`config.mk`:
```
export PLATFORM = sky130hd
export DESIGN_NAME = clcd_seq_ctrl
export DESIGN_NICKNAME = d
export VERILOG_FILES = /design/src/rtl/clcd_seq_ctrl.sv
export SDC_FILE = /design/constraint.sdc
export NUM_CORES = 1
export LEC_CHECK = 0
export ABC_AREA = 1
export BUFFER_PORTS_ARGS = -buffer_cell sky130_fd_sc_hd__buf_2
export CORE_MARGIN = 2
export CORE_UTILIZATION = 45
export DETAILED_ROUTE_END_ITERATION = 10
export PLACE_DENSITY_LB_ADDON = 0.1
export SYNTH_ARGS = -nofsm -noshare
export SYNTH_HDL_FRONTEND = slang
export SYNTH_SLANG_ARGS = --single-unit
```
`constraint.sdc`:
```
create_clock -name clk -period 2.5 [get_ports clk]
set_input_delay 0.5 -clock clk [delete_from_list [all_inputs] [get_ports clk]]
set_output_delay 0.5 -clock clk [all_outputs]
set_load 0.01 [all_outputs]
```
`src/rtl/clcd_seq_ctrl.sv`:
```
// clcd_seq_ctrl: host-programmable sequencer for the character LCD port.
// The host pushes {RS, byte} entries into a small FIFO. The block drains the
// FIFO and generates RS/DQ setup, a clean E strobe, a hold phase and the
// post-command wait, so software never toggles E directly.
//
// Optional feature macro: CLCD_IRQ_EN (drain-complete interrupt).
//
// Ports:
//   clk, nRESET          system clock, asynchronous active-low reset
//   HOST_nCS/nWE/nOE     host strobes, active low
//   HOST_ADD[19:0]       host address (data BASE, status BASE+2, control BASE+4)
//   HDI[15:0]            host write data
//   HDO[15:0]            registered host read data (status)
//   CLCD_RS/RW/E/DQ      LCD bus (RW tied low, write-only)
//   CLCD_INT             drain-complete interrupt level
module clcd_seq_ctrl #(
   parameter logic [19:0] BASE_ADDR    = 20'h00100,
   parameter int unsigned FIFO_DEPTH   = 8,
   parameter int unsigned SETUP_CYC    = 4,
   parameter int unsigned E_HIGH_CYC   = 25,
   parameter int unsigned CMD_WAIT_CYC = 2500,
   parameter int unsigned CLR_WAIT_CYC = 82000
) (
   input  logic        clk,
   input  logic        nRESET,
   input  logic        HOST_nCS,
   input  logic        HOST_nWE,
   input  logic        HOST_nOE,
   input  logic [19:0] HOST_ADD,
   input  logic [15:0] HDI,
   output logic [15:0] HDO,
   output logic        CLCD_RS,
   output logic        CLCD_RW,
   output logic        CLCD_E,
   output logic [7:0]  CLCD_DQ,
   output logic        CLCD_INT
);

   localparam int unsigned AW      = (FIFO_DEPTH > 1) ? $clog2(FIFO_DEPTH) : 1;
   localparam int unsigned CW      = AW + 1;
   localparam int unsigned MAX_A   = (SETUP_CYC > E_HIGH_CYC) ? SETUP_CYC : E_HIGH_CYC;
   localparam int unsigned MAX_B   = (CMD_WAIT_CYC > CLR_WAIT_CYC) ? CMD_WAIT_CYC : CLR_WAIT_CYC;
   localparam int unsigned MAX_CYC = (MAX_A > MAX_B) ? MAX_A : MAX_B;
   localparam int unsigned TW      = $clog2(MAX_CYC + 1);

   typedef enum logic [2:0] {S_IDLE, S_SETUP, S_STROBE, S_HOLD, S_WAIT} state_t;

   // ---------------- host interface ----------------
   logic        wr_act_c, rd_act_c, fire_c;
   logic        push_c, ctrl_c, accept_c, flush_c, ovf_clr_c;
   logic        wr_q;
   logic [8:0]  hdi_q;
   logic [19:0] add_q;
   logic        unused_hdi_c;

   assign wr_act_c  = !HOST_nCS && !HOST_nWE && HOST_nOE;
   assign rd_act_c  = !HOST_nCS && !HOST_nOE && (HOST_ADD == BASE_ADDR + 20'd2);
   // Action fires on the first edge after the write condition drops
   assign fire_c    = wr_q && !wr_act_c;
   assign push_c    = fire_c && (add_q == BASE_ADDR);
   assign ctrl_c    = fire_c && (add_q == BASE_ADDR + 20'd4);
   assign flush_c   = ctrl_c && hdi_q[0];
   assign ovf_clr_c = ctrl_c && hdi_q[1];
   assign unused_hdi_c = ^HDI[15:9];

   // Capture write data/address every active write cycle
   always_ff @(posedge clk or negedge nRESET) begin
      if (!nRESET) begin
         wr_q  <= 1'b0;
         hdi_q <= '0;
         add_q <= '0;
      end else begin
         wr_q <= wr_act_c;
         if (wr_act_c) begin
            hdi_q <= HDI[8:0];
            add_q <= HOST_ADD;
         end
      end
   end

   // ---------------- FIFO ----------------
   logic [8:0]    mem [FIFO_DEPTH];
   logic [AW-1:0] wr_ptr_q, rd_ptr_q;
   logic [CW-1:0] count_q;
   logic          ovf_q, empty_c, full_c, pop_c;
   logic [8:0]    head_c;

   assign empty_c  = (count_q == '0);
   assign full_c   = (count_q == CW'(FIFO_DEPTH));
   // A full FIFO drops the push even if a pop happens on the same edge
   assign accept_c = push_c && !full_c;
   assign head_c   = mem[rd_ptr_q];

   // Entry storage (contents are don't-care until written)
   always_ff @(posedge clk) begin
      if (accept_c) mem[wr_ptr_q] <= hdi_q;
   end

   // Pointers, occupancy and sticky overflow
   always_ff @(posedge clk or negedge nRESET) begin
      if (!nRESET) begin
         wr_ptr_q <= '0;
         rd_ptr_q <= '0;
         count_q  <= '0;
         ovf_q    <= 1'b0;
      end else begin
         if (accept_c) wr_ptr_q <= wr_ptr_q + AW'(1);
         if (flush_c)    rd_ptr_q <= wr_ptr_q;
         else if (pop_c) rd_ptr_q <= rd_ptr_q + AW'(1);
         if (flush_c)                   count_q <= '0;
         else if (accept_c && !pop_c)   count_q <= count_q + CW'(1);
         else if (!accept_c && pop_c)   count_q <= count_q - CW'(1);
         if (push_c && full_c) ovf_q <= 1'b1;
         else if (ovf_clr_c)   ovf_q <= 1'b0;
      end
   end

   // ---------------- sequencer FSM ----------------
   state_t        state_q, state_d;
   logic [TW-1:0] tmr_q, tmr_d;
   logic          rs_q, rs_d, clr_q, clr_d, e_q;
   logic [7:0]    dq_q, dq_d;

   // Next-state, timer and LCD bus values
   always_comb begin
      state_d = state_q;
      tmr_d   = tmr_q + TW'(1);
      rs_d    = rs_q;
      dq_d    = dq_q;
      clr_d   = clr_q;
      pop_c   = 1'b0;
      case (state_q)
         S_IDLE: begin
            tmr_d = '0;
            if (!empty_c) begin
               pop_c   = 1'b1;
               rs_d    = head_c[8];
               dq_d    = head_c[7:0];
               clr_d   = !head_c[8] && (head_c[7:0] inside {8'h01, 8'h02, 8'h03});
               state_d = S_SETUP;
            end
         end
         S_SETUP: if (tmr_q == TW'(SETUP_CYC - 1)) begin
            tmr_d   = '0;
            state_d = S_STROBE;
         end
         S_STROBE: if (tmr_q == TW'(E_HIGH_CYC - 1)) begin
            tmr_d   = '0;
            state_d = S_HOLD;
         end
         S_HOLD: if (tmr_q == TW'(SETUP_CYC - 1)) begin
            tmr_d   = '0;
            state_d = S_WAIT;
         end
         S_WAIT: if (tmr_q == (clr_q ? TW'(CLR_WAIT_CYC - 1) : TW'(CMD_WAIT_CYC - 1))) begin
            tmr_d   = '0;
            state_d = S_IDLE;
         end
         default: begin
            tmr_d   = '0;
            state_d = S_IDLE;
         end
      endcase
   end

   // State register; E is registered from the next state so it never glitches
   always_ff @(posedge clk or negedge nRESET) begin
      if (!nRESET) begin
         state_q <= S_IDLE;
         tmr_q   <= '0;
         rs_q    <= 1'b0;
         dq_q    <= '0;
         clr_q   <= 1'b0;
         e_q     <= 1'b0;
      end else begin
         state_q <= state_d;
         tmr_q   <= tmr_d;
         rs_q    <= rs_d;
         dq_q    <= dq_d;
         clr_q   <= clr_d;
         e_q     <= (state_d == S_STROBE);
      end
   end

   // ---------------- interrupt ----------------
   logic int_pend_c;
`ifdef CLCD_IRQ_EN
   logic int_q;
   // Set on WAIT->IDLE with nothing left to drain; a coinciding read loses
   always_ff @(posedge clk or negedge nRESET) begin
      if (!nRESET)                                            int_q <= 1'b0;
      else if (state_q == S_WAIT && state_d == S_IDLE && empty_c) int_q <= 1'b1;
      else if (rd_act_c)                                      int_q <= 1'b0;
   end
   assign int_pend_c = int_q;
`else
   assign int_pend_c = 1'b0;
`endif

   // ---------------- status read ----------------
   logic [15:0] status_c;
   assign status_c = {7'd0, int_pend_c, 4'(count_q), ovf_q, full_c, empty_c,
                      (state_q != S_IDLE)};

   always_ff @(posedge clk or negedge nRESET) begin
      if (!nRESET)       HDO <= '0;
      else if (rd_act_c) HDO <= status_c;
   end

   assign CLCD_RS  = rs_q;
   assign CLCD_RW  = 1'b0;
   assign CLCD_E   = e_q;
   assign CLCD_DQ  = dq_q;
   assign CLCD_INT = int_pend_c;

endmodule

```
==> results of run 1 <==
-- through the flow --
step / std cells / power [uW]
after detailed placement: 942 / 5284
after floorplan: 709 / 4659
after CTS: 974 / 7891
final: 975 / 7831
after global routing: 975 / 8362
after global placement: 942 / 5211
-- worst max-delay path: stages, from the launching register on --
cell     delay (ns)
dfrtp_1        0.38
nor2_1         0.11
nand2_1        0.10
nor2_4         0.20
nand3_2        0.12
nor2_2         0.11
inv_1          0.06
nor2_2         0.11
inv_2          0.07
ha_4           0.29
nand3_1        0.09
nand2_1        0.08
nand2_1        0.04
nand2_1        0.07
nand4_1        0.09
nand2_1        0.08
nand3_1        0.06
nand2_1        0.08
-- area by class of cell --
class / instances / area [um2] / area share
Multi-Input combinational cell: 457 / 2320 / 0.2879
Sequential cell: 152 / 4164 / 0.5168
Timing Repair Buffer: 78 / 473.0 / 0.05870
Clock buffer: 21 / 493.0 / 0.06119
Tap cell: 188 / 235.2 / 0.02920
Inverter: 68 / 255.2 / 0.03168
Clock inverter: 11 / 116.4 / 0.01444
-- synthesized netlist by cell type, drive strengths merged, types with 4 or more instances --
cell	n
a21oi	4
o211ai	7
inv	67
xor2	11
dfrtp	80
edfxtp	72
clkbuf	11
nand2	130
buf	21
nor4	5
o21ai	78
nand4	15
nor3	22
nand3	50
nor2	106
ha	6
-- where the power goes --
group	internal, uW	switching, uW
Sequential	2920	233
Clock	1610	986
Combinational	732	1350
-- worst paths after layout --
path / to / start / slack (ns) / cells after the start
setup reg to reg: count_q[3] / add_q[19] / 0.29 / 17
min in group clk: hdi_q[3] / HDI[3] / 0.27 / 3
hold / removal: CLCD_DQ[7] / nRESET / 0.06 / 1
setup / recovery: count_q[3] / add_q[19] / 0.29 / 17
max in group asynchronous: rd_ptr_q[0] / nRESET / 1.80 / 2
hold reg to reg: CLCD_DQ[1] / CLCD_DQ[1] / 0.48 / 2
-- sequential cells by signal, indices dropped and copies added (netlist names) --
name      flops
add_q        20
clr_q         1
CLCD_E        1
HDO           8
hdi_q         9
CLCD_DQ       8
rd_ptr_q      3
ovf_q         1
wr_ptr_q      3
mem          72
state_q       3
CLCD_RS       1
wr_q          1
tmr_q        17
count_q       4
-- what timing repair did --
item / 4_1_cts / 5_1_grt
setup buffers: 0 / 1
setup endpoints to repair: 0 / 1
resized for setup: 0 / 6
hold buffers: 0 / 0
-- per-layer routing --
| metal | routed length, um | vias to the layer above | GRT usage |
|---|---|---|---|
| li1 | - | 2466 | - |
| met1 | 6510 | 2390 | 0.2435 |
| met2 | 6955 | 109 | 0.3111 |
| met3 | 610 | 19 | 0.04858 |
| met4 | 200 | 0 | 0.05882 |
| met5 | 0 | - | 0 |
-- cells by family (layout without fill, tap and decap cells) --
| group | count (synthesis) | after routing | synth area share |
|---|---|---|---|
| buffers and inverters | 100 | 178 | 0.06371 |
| AO/OA/AOI/OAI | 94 | 94 | 0.07265 |
| adder cells (fa/ha/maj) | 7 | 7 | 0.01387 |
| AND/OR/NAND/NOR | 332 | 332 | 0.2238 |
| flip-flops | 152 | 152 | 0.6075 |
| XOR/XNOR | 14 | 14 | 0.01789 |
| other | 1 | 10 | 0.0005471 |
==> results.py, run 1 <==
metrics = {
    "outcome": {
        "status": "complete, no violations",
    },
    "timing": {
        "fin_ws_ns": 0.2888,
        "hold_viol": 0,
        "fin_crit_sh": 0.8845,
        "fin_tns_setup_ns": 0,
        "fin_hold_ws_ns": 0.05773,
        "finalMaxSlewViolations": 0,
        "setup_viol": 0,
        "worstMarginPinSlew_ns": 0.6124,
        "fin_crit_ns": 2.211,
        "fmaxAchievable_ghz": 0.4522,
        "slew_headroom": 0.5886,
        "clock_skew_ns": 0.007882,
    },
    "grt": {
        "antenna_found_initial": 0,
        "grt_max_degree": 42,
        "grt_util_all_layers": 0.1878,
        "grt_overflow": 0,
        "grt_pass1_vias": 4748,
        "grt_pass1_wl_um": 23450,
    },
    "synth": {
        "synth-main-ff-cell": "dfrtp_1",
        "netlist_instances": 700,
        "synth_seq_cells": 152,
        "synth_top_area_frac": 0.3154,
        "async_reset_ff_frac": 0.5263,
        "syn_area_mm2": 0.006854,
        "yosys.cell_types.count": 40,
        "yosysWarnings": 0,
        "synth_edf_count": 72,
        "synth_area_leaders": "edfxtp_1 (32%), dfrtp_1 (29%), nand2_1 (6.8%), nor2_1 (5.4%), o21ai_0 (4.9%)",
        "synth.largest_area_cell": "edfxtp_1",
        "yosysSeqAreaShare": 0.6075,
        "avgSynthCellArea_um2": 9.792,
    },
    "power": {
        "power_density_mw_per_mm2": 972.1,
        "peakVddDrop_mv": 0.6416,
        "static-leakage-power_uw": 0.003541,
    },
    "floorplanning": {
        "io_pins": 69,
        "die_h_um": 127.4,
        "die_area_mm2": 0.01623,
        "start_util": 0.4559,
        "core_mm2": 0.01503,
        "row_count": 45,
        "die_w_um": 127.4,
    },
    "layout": {
        "nNetsFinal": 822,
        "fillers": 1394,
        "area_delta_synth_final_pct": 17.54,
        "layout-drive-gt1-share": 0.1855,
        "finalInstanceArea_mm2": 0.008056,
        "final_common_cell": "nand2_1",
        "final_core_util": 0.5359,
        "mostFrequentLayoutCells": "nand2_1 (124), nor2_1 (97), dfrtp_1 (80), edfxtp_1 (72), o21ai_0 (67)",
        "antenna_cells": 0,
    },
    "clock_tree": {
        "cts.sinks": 152,
        "cts.clk_slew.worst_paths_ns": 0.06,
        "clock_path_buffers": 2,
        "numCtsBuffers": 17,
        "htree_levels": 4,
        "cts_tree": "done",
        "insertion_delay_ns": 0.42,
        "cts_root_buf": "clkbuf_16",
    },
    "critical_path": {
        "crit_required_ns": 2.85,
        "start_kind": "flop",
        "critPathKind": "flop to flop",
        "cp.arrival_ns": 2.57,
        "cp_max_fo": 5,
        "end_kind": "flop",
    },
    "drt": {
        "drtIter0Drc": 371,
        "wl_um": 14280,
        "detail-route-antenna-nets": 0,
        "via_count": 4984,
        "vias_per_cell": 5.112,
        "wl_per_cell_um": 14.64,
        "drt-pass1-iter-count": 4,
        "drc_errors": 0,
    },
    "placement": {
        "hpwl_um": 9843,
        "port_buffers": 51,
        "place_area_mm2": 0.007407,
        "place_congestion": 0.8102,
        "dp_slack_ns": -0.03860,
    },
    "run": {
        "maxCapViolCount": 0,
    },
    "hold_path": {
        "hold_path_class": "primary input to async pin",
    },
}
Note: power is estimated with default switching activity, not from simulation.
==> run 2, diff against run 1 <==
- CORE_ASPECT_RATIO: not set -> 1.2
==> results.py, run 2 (synthesized netlist as in run 1, its figures left out) <==
metrics = {
    "layout": {
        "fin_cells": 988,
        "finalInstanceArea_mm2": 0.008048,
        "antenna_cells": 0,
        "mostFrequentLayoutCells": "nand2_1 (123), nor2_1 (96), dfrtp_1 (80), edfxtp_1 (72), o21ai_0 (67)",
        "area_delta_synth_final_pct": 17.42,
        "nNetsFinal": 819,
        "largest_reg_flops": 72,
        "reg_top3": "mem x72, add_q x20, tmr_q x17",
        "top_register": "mem",
        "final_common_cell": "nand2_1",
        "final_core_util": 0.5380,
        "layout-drive-gt1-share": 0.1901,
    },
    "power": {
        "static-leakage-power_uw": 0.003482,
        "power_density_mw_per_mm2": 977.1,
        "peakVddDrop_mv": 0.4931,
    },
    "drt": {
        "drc_errors": 0,
        "wl_um": 14670,
        "drtIter0Drc": 263,
        "detail-route-antenna-nets": 0,
        "via_count": 4914,
        "vias_per_cell": 4.974,
        "drt-pass1-iter-count": 5,
        "wl_per_cell_um": 14.85,
    },
    "floorplanning": {
        "start_util": 0.4582,
        "io_pins": 69,
        "core_mm2": 0.01496,
        "row_count": 49,
        "die_w_um": 116.7,
        "die_h_um": 139.2,
        "die_area_mm2": 0.01624,
    },
    "timing": {
        "slew_headroom": 0.5415,
        "hold_viol": 0,
        "finalMaxSlewViolations": 0,
        "worstMarginPinSlew_ns": 0.6825,
        "fin_ws_ns": 0.2202,
        "clock_skew_ns": 0.01016,
        "setup_viol": 0,
        "fin_crit_sh": 0.9119,
        "fin_hold_ws_ns": 0.01479,
        "fmaxAchievable_ghz": 0.4386,
        "fin_crit_ns": 2.280,
    },
    "placement": {
        "dp_cells": 955,
        "hpwl_um": 9771,
        "port_buffers": 51,
        "place_congestion": 0.8194,
        "dp_slack_ns": -0.01478,
        "place_area_mm2": 0.007405,
    },
    "clock_tree": {
        "insertion_delay_ns": 0.42,
        "numCtsBuffers": 17,
        "cts.clk_slew.worst_paths_ns": 0.06,
        "clock_path_buffers": 2,
        "cts.sinks": 152,
        "cts_tree": "done",
        "htree_levels": 4,
        "cts_root_buf": "clkbuf_16",
    },
    "hold_path": {
        "hold_path_class": "primary input to async pin",
    },
    "critical_path": {
        "crit_required_ns": 2.81,
        "timing.rr.start": "add_q[9]",
        "critPathKind": "flop to flop",
        "startpoint": "add_q[9]",
        "start_kind": "flop",
        "end_kind": "flop",
        "cp.arrival_ns": 2.59,
        "cp_max_fo": 3,
    },
    "grt": {
        "grt_pass1_wl_um": 24270,
        "grt_overflow": 0,
        "antenna_found_initial": 0,
        "grt_max_degree": 53,
        "grt_pass1_vias": 5010,
        "grt_util_all_layers": 0.1952,
    },
    "run": {
        "maxCapViolCount": 0,
    },
    "outcome": {
        "status": "complete, no violations",
    },
}
==> run 2: cell types whose count changed in the layout (fill, tap and decap cells not counted), sizes merged <==
| cell | delta |
|---|---|
| clkinvlp | +7 |
| clkbuf | -4 |
| buf | -3 |
| clkinv | -3 |
| bufinv | +1 |
| inv | -1 |
==> run 2: repair_timing <==
action	CTS	global route
gates resized for setup	0	8
hold buffers	0	0
buffers inserted	0	1
endpoints found under the setup margin	0	1
==> run 2: stage by stage <==
stage | total power (uW) | TNS, ns
2_1_floorplan | 4659 | 0
3_5_place_dp | 5284 | -0.01478
3_3_place_gp | 5201 | 0
6_report | 7863 | 0
5_1_grt | 8371 | -0.04356
4_1_cts | 7902 | 0
==> run 2: layout make-up <==
class                           instances  area (um2)
Clock buffer                           17       425.4
Clock inverter                         15       178.9
Fill cell                            1417        6912
Inverter                               68       255.2
Multi-Input combinational cell        457        2318
Sequential cell                       152        4164
Tap cell                              204       255.2
Timing Repair Buffer                   75       450.4
==> run 2: path summary, 6_finish.rpt <==
check / endpoint / slack (ns) / cells past startpoint
min reg2reg: CLCD_RS / 0.47 / 2
max: count_q[3] / 0.22 / 18
min in group clk: hdi_q[3] / 0.27 / 3
min: CLCD_DQ[2] / 0.01 / 1
max reg2reg: count_q[3] / 0.22 / 18
max in group asynchronous: tmr_q[9] / 1.88 / 2
==> run 2: per-layer routing <==
layer | track usage | routed length [um]
met1 | 0.2405 | 6371
met2 | 0.3394 | 7704
met3 | 0.04021 | 470
met4 | 0.06502 | 122
met5 | 0 | 0
==> run 2: report_power, final <==
part           switching (uW)  internal (uW)
Combinational            1380            740
Sequential                219           2920
Clock                    1030           1570
Total                    2630           5230
==> run 2: critical path, cell delays in order (launching register included) <==
cell	delay, ns
dfrtp_1	0.39
nor2_1	0.11
nand2_1	0.07
nor3_2	0.21
nand3_1	0.13
nor2_2	0.13
inv_1	0.05
nor2_2	0.14
inv_2	0.07
ha_1	0.29
nand3_2	0.09
nand2_1	0.07
nand2_1	0.06
nand2_2	0.07
inv_1	0.03
nand2_1	0.05
nand2_1	0.05
nand3_1	0.06
nand2_1	0.07
==> run 3, diff against run 2 <==
- CORE_UTILIZATION: 45 -> 59
==> results.py, run 3 (synthesized netlist as in run 1, its figures left out) <==
metrics = {
    "power": {
        "power_density_mw_per_mm2": 968.1,
        "static-leakage-power_uw": 0.003512,
        "peakVddDrop_mv": 0.6128,
    },
    "clock_tree": {
        "insertion_delay_ns": 0.41,
        "cts_root_buf": "clkbuf_16",
        "numCtsBuffers": 17,
        "cts_hold_buf": 0,
        "htree_levels": 4,
        "cts_tree": "done",
        "clock_path_buffers": 2,
        "cts.sinks": 152,
        "cts.clk_slew.worst_paths_ns": 0.06,
    },
    "layout": {
        "multi_input_comb_area_mm2": 0.002321,
        "top_register": "mem",
        "final_common_cell": "nand2_1",
        "largest_reg_flops": 72,
        "antenna_cells": 0,
        "reg_top3": "mem x72, add_q x20, tmr_q x17",
        "fillers": 854,
        "mostFrequentLayoutCells": "nand2_1 (124), nor2_1 (97), dfrtp_1 (80), edfxtp_1 (72), o21ai_0 (67)",
        "nNetsFinal": 821,
        "regArea_mm2": 0.004164,
        "area_delta_synth_final_pct": 16.34,
        "layout-drive-gt1-share": 0.1858,
    },
    "critical_path": {
        "start_kind": "flop",
        "rrSetupSlack_ns": 0.17,
        "slowest_stage": "dfrtp_1",
        "cp_max_fo": 3,
        "crit_top_cell": "nand2_1",
        "cp.arrival_ns": 2.68,
        "crit_family": "simple AND/OR/NAND/NOR gates",
        "critPathKind": "flop to flop",
        "cp_slowest_stage_delay_ns": 0.40,
        "path_buf_inv": 2,
        "end_kind": "flop",
        "crit_required_ns": 2.85,
        "startpoint": "add_q[12]",
        "crit_chain": "nor2_2 -> nand2_1 -> nor3_2 -> nand3_1 -> nor2_2 -> inv_1 -> nor2_2 -> inv_2 -> ha_4 -> nand3_2 -> nand2_1 -> nand2_1 -> nand2_1 -> nand4_1 -> nand2_1 -> nand3_1 -> nand2_1",
        "timing.rr.start": "add_q[12]",
    },
    "timing": {
        "fin_ws_ns": 0.1672,
        "fmaxAchievable_ghz": 0.4287,
        "worstMarginPinSlew_ns": 0.6776,
        "slew_headroom": 0.5448,
        "clock_skew_ns": 0.009128,
        "fin_crit_ns": 2.333,
        "hold_viol": 0,
        "finalMaxSlewViolations": 0,
        "fin_crit_sh": 0.9331,
        "fin_tns_setup_ns": 0,
        "setup_viol": 0,
    },
    "drt": {
        "drtIter0Drc": 279,
        "drt-pass1-iter-count": 6,
        "wl_per_cell_um": 14.94,
        "via_count": 5065,
        "wl_um": 14090,
        "detail-route-antenna-nets": 0,
        "vias_per_cell": 5.371,
        "drc_errors": 0,
    },
    "grt": {
        "top_usage_layer": "met2",
        "use_met3": 0.05393,
        "grt_max_degree": 53,
        "grt_util_all_layers": 0.2441,
        "grt_overflow": 0,
        "use_met1": 0.3138,
        "grt_pass1_wl_um": 22970,
        "use_met2": 0.4009,
        "grt_pass1_vias": 4917,
        "antenna_found_initial": 0,
    },
    "floorplanning": {
        "start_util": 0.5981,
        "core_mm2": 0.01146,
        "row_count": 43,
        "die_w_um": 102.4,
        "io_pins": 69,
        "die_h_um": 122.1,
        "die_area_mm2": 0.01250,
    },
    "placement": {
        "place_congestion": 0.8696,
        "port_buffers": 51,
        "dp_slack_ns": -0.04475,
        "hpwl_um": 9292,
    },
    "outcome": {
        "status": "complete, no violations",
    },
    "run": {
        "maxCapViolCount": 0,
    },
    "hold_path": {
        "hold_path_class": "primary input to async pin",
    },
}
[run 3: changes by cell type in the layout (fill, tap and decap cells not counted), moves of 2 or more]
cell | before | now
clkinvlp_4 | 7 | 0
buf_4 | 24 | 27
clkinv_2 | 2 | 5
bufinv_16 | 3 | 1
clkbuf_1 | 0 | 2
clkbuf_16 | 17 | 19
[run 3: layout make-up]
type / count / area share
clock buffers: 22 / 0.06229
flip-flops and latches: 152 / 0.5222
inverters: 68 / 0.03201
clock inverters: 10 / 0.01098
repair buffers: 77 / 0.05680
multi-input cells: 457 / 0.2911
well taps: 157 / 0.02464
[run 3: power by group]
group / internal (uW) / leakage, uW / total (uW) / switching (uW)
clock: 1510 / 0.000295 / 2460 / 949
sequential: 2930 / 0.00167 / 3150 / 226
combinational: 732 / 0.00155 / 2110 / 1370
[run 3: through the flow]
stage	hold slack (ns)	total power (uW)	utilization	area (um2)	cells
global placement	0.4595	5122	0.6393	7326	907
global route	0.1590	8201	0.6958	7974	943
CTS	0.1311	7699	0.6903	7910	939
detailed placement	0.4655	5228	0.6393	7326	907
finish	0.08668	7719	0.6958	7974	943
floorplan	0.2044	4659	-	6888	709
[run 3: path summary, 6_finish.rpt]
check	cells past startpoint	to
worst max-delay path	17	count_q[3]
worst max register to register	17	count_q[3]
min in group clk	3	hdi_q[3]
worst min-delay path	1	CLCD_DQ[3]
max in group asynchronous	2	hdi_q[6]
worst min register to register	2	HDO[6]
[run 3: repair_timing]
item / CTS / global route
gates resized for setup: 0 / 6
setup endpoints to repair: 0 / 1
setup buffers: 0 / 4
[run 3: metal layers]
layer,share of wire,routed length (um),up-vias
met5,0,0,-
met4,0.024,340,0
met3,0.054,763,35
met2,0.50,7045,162
met1,0.42,5936,2405
li1,-,-,2463
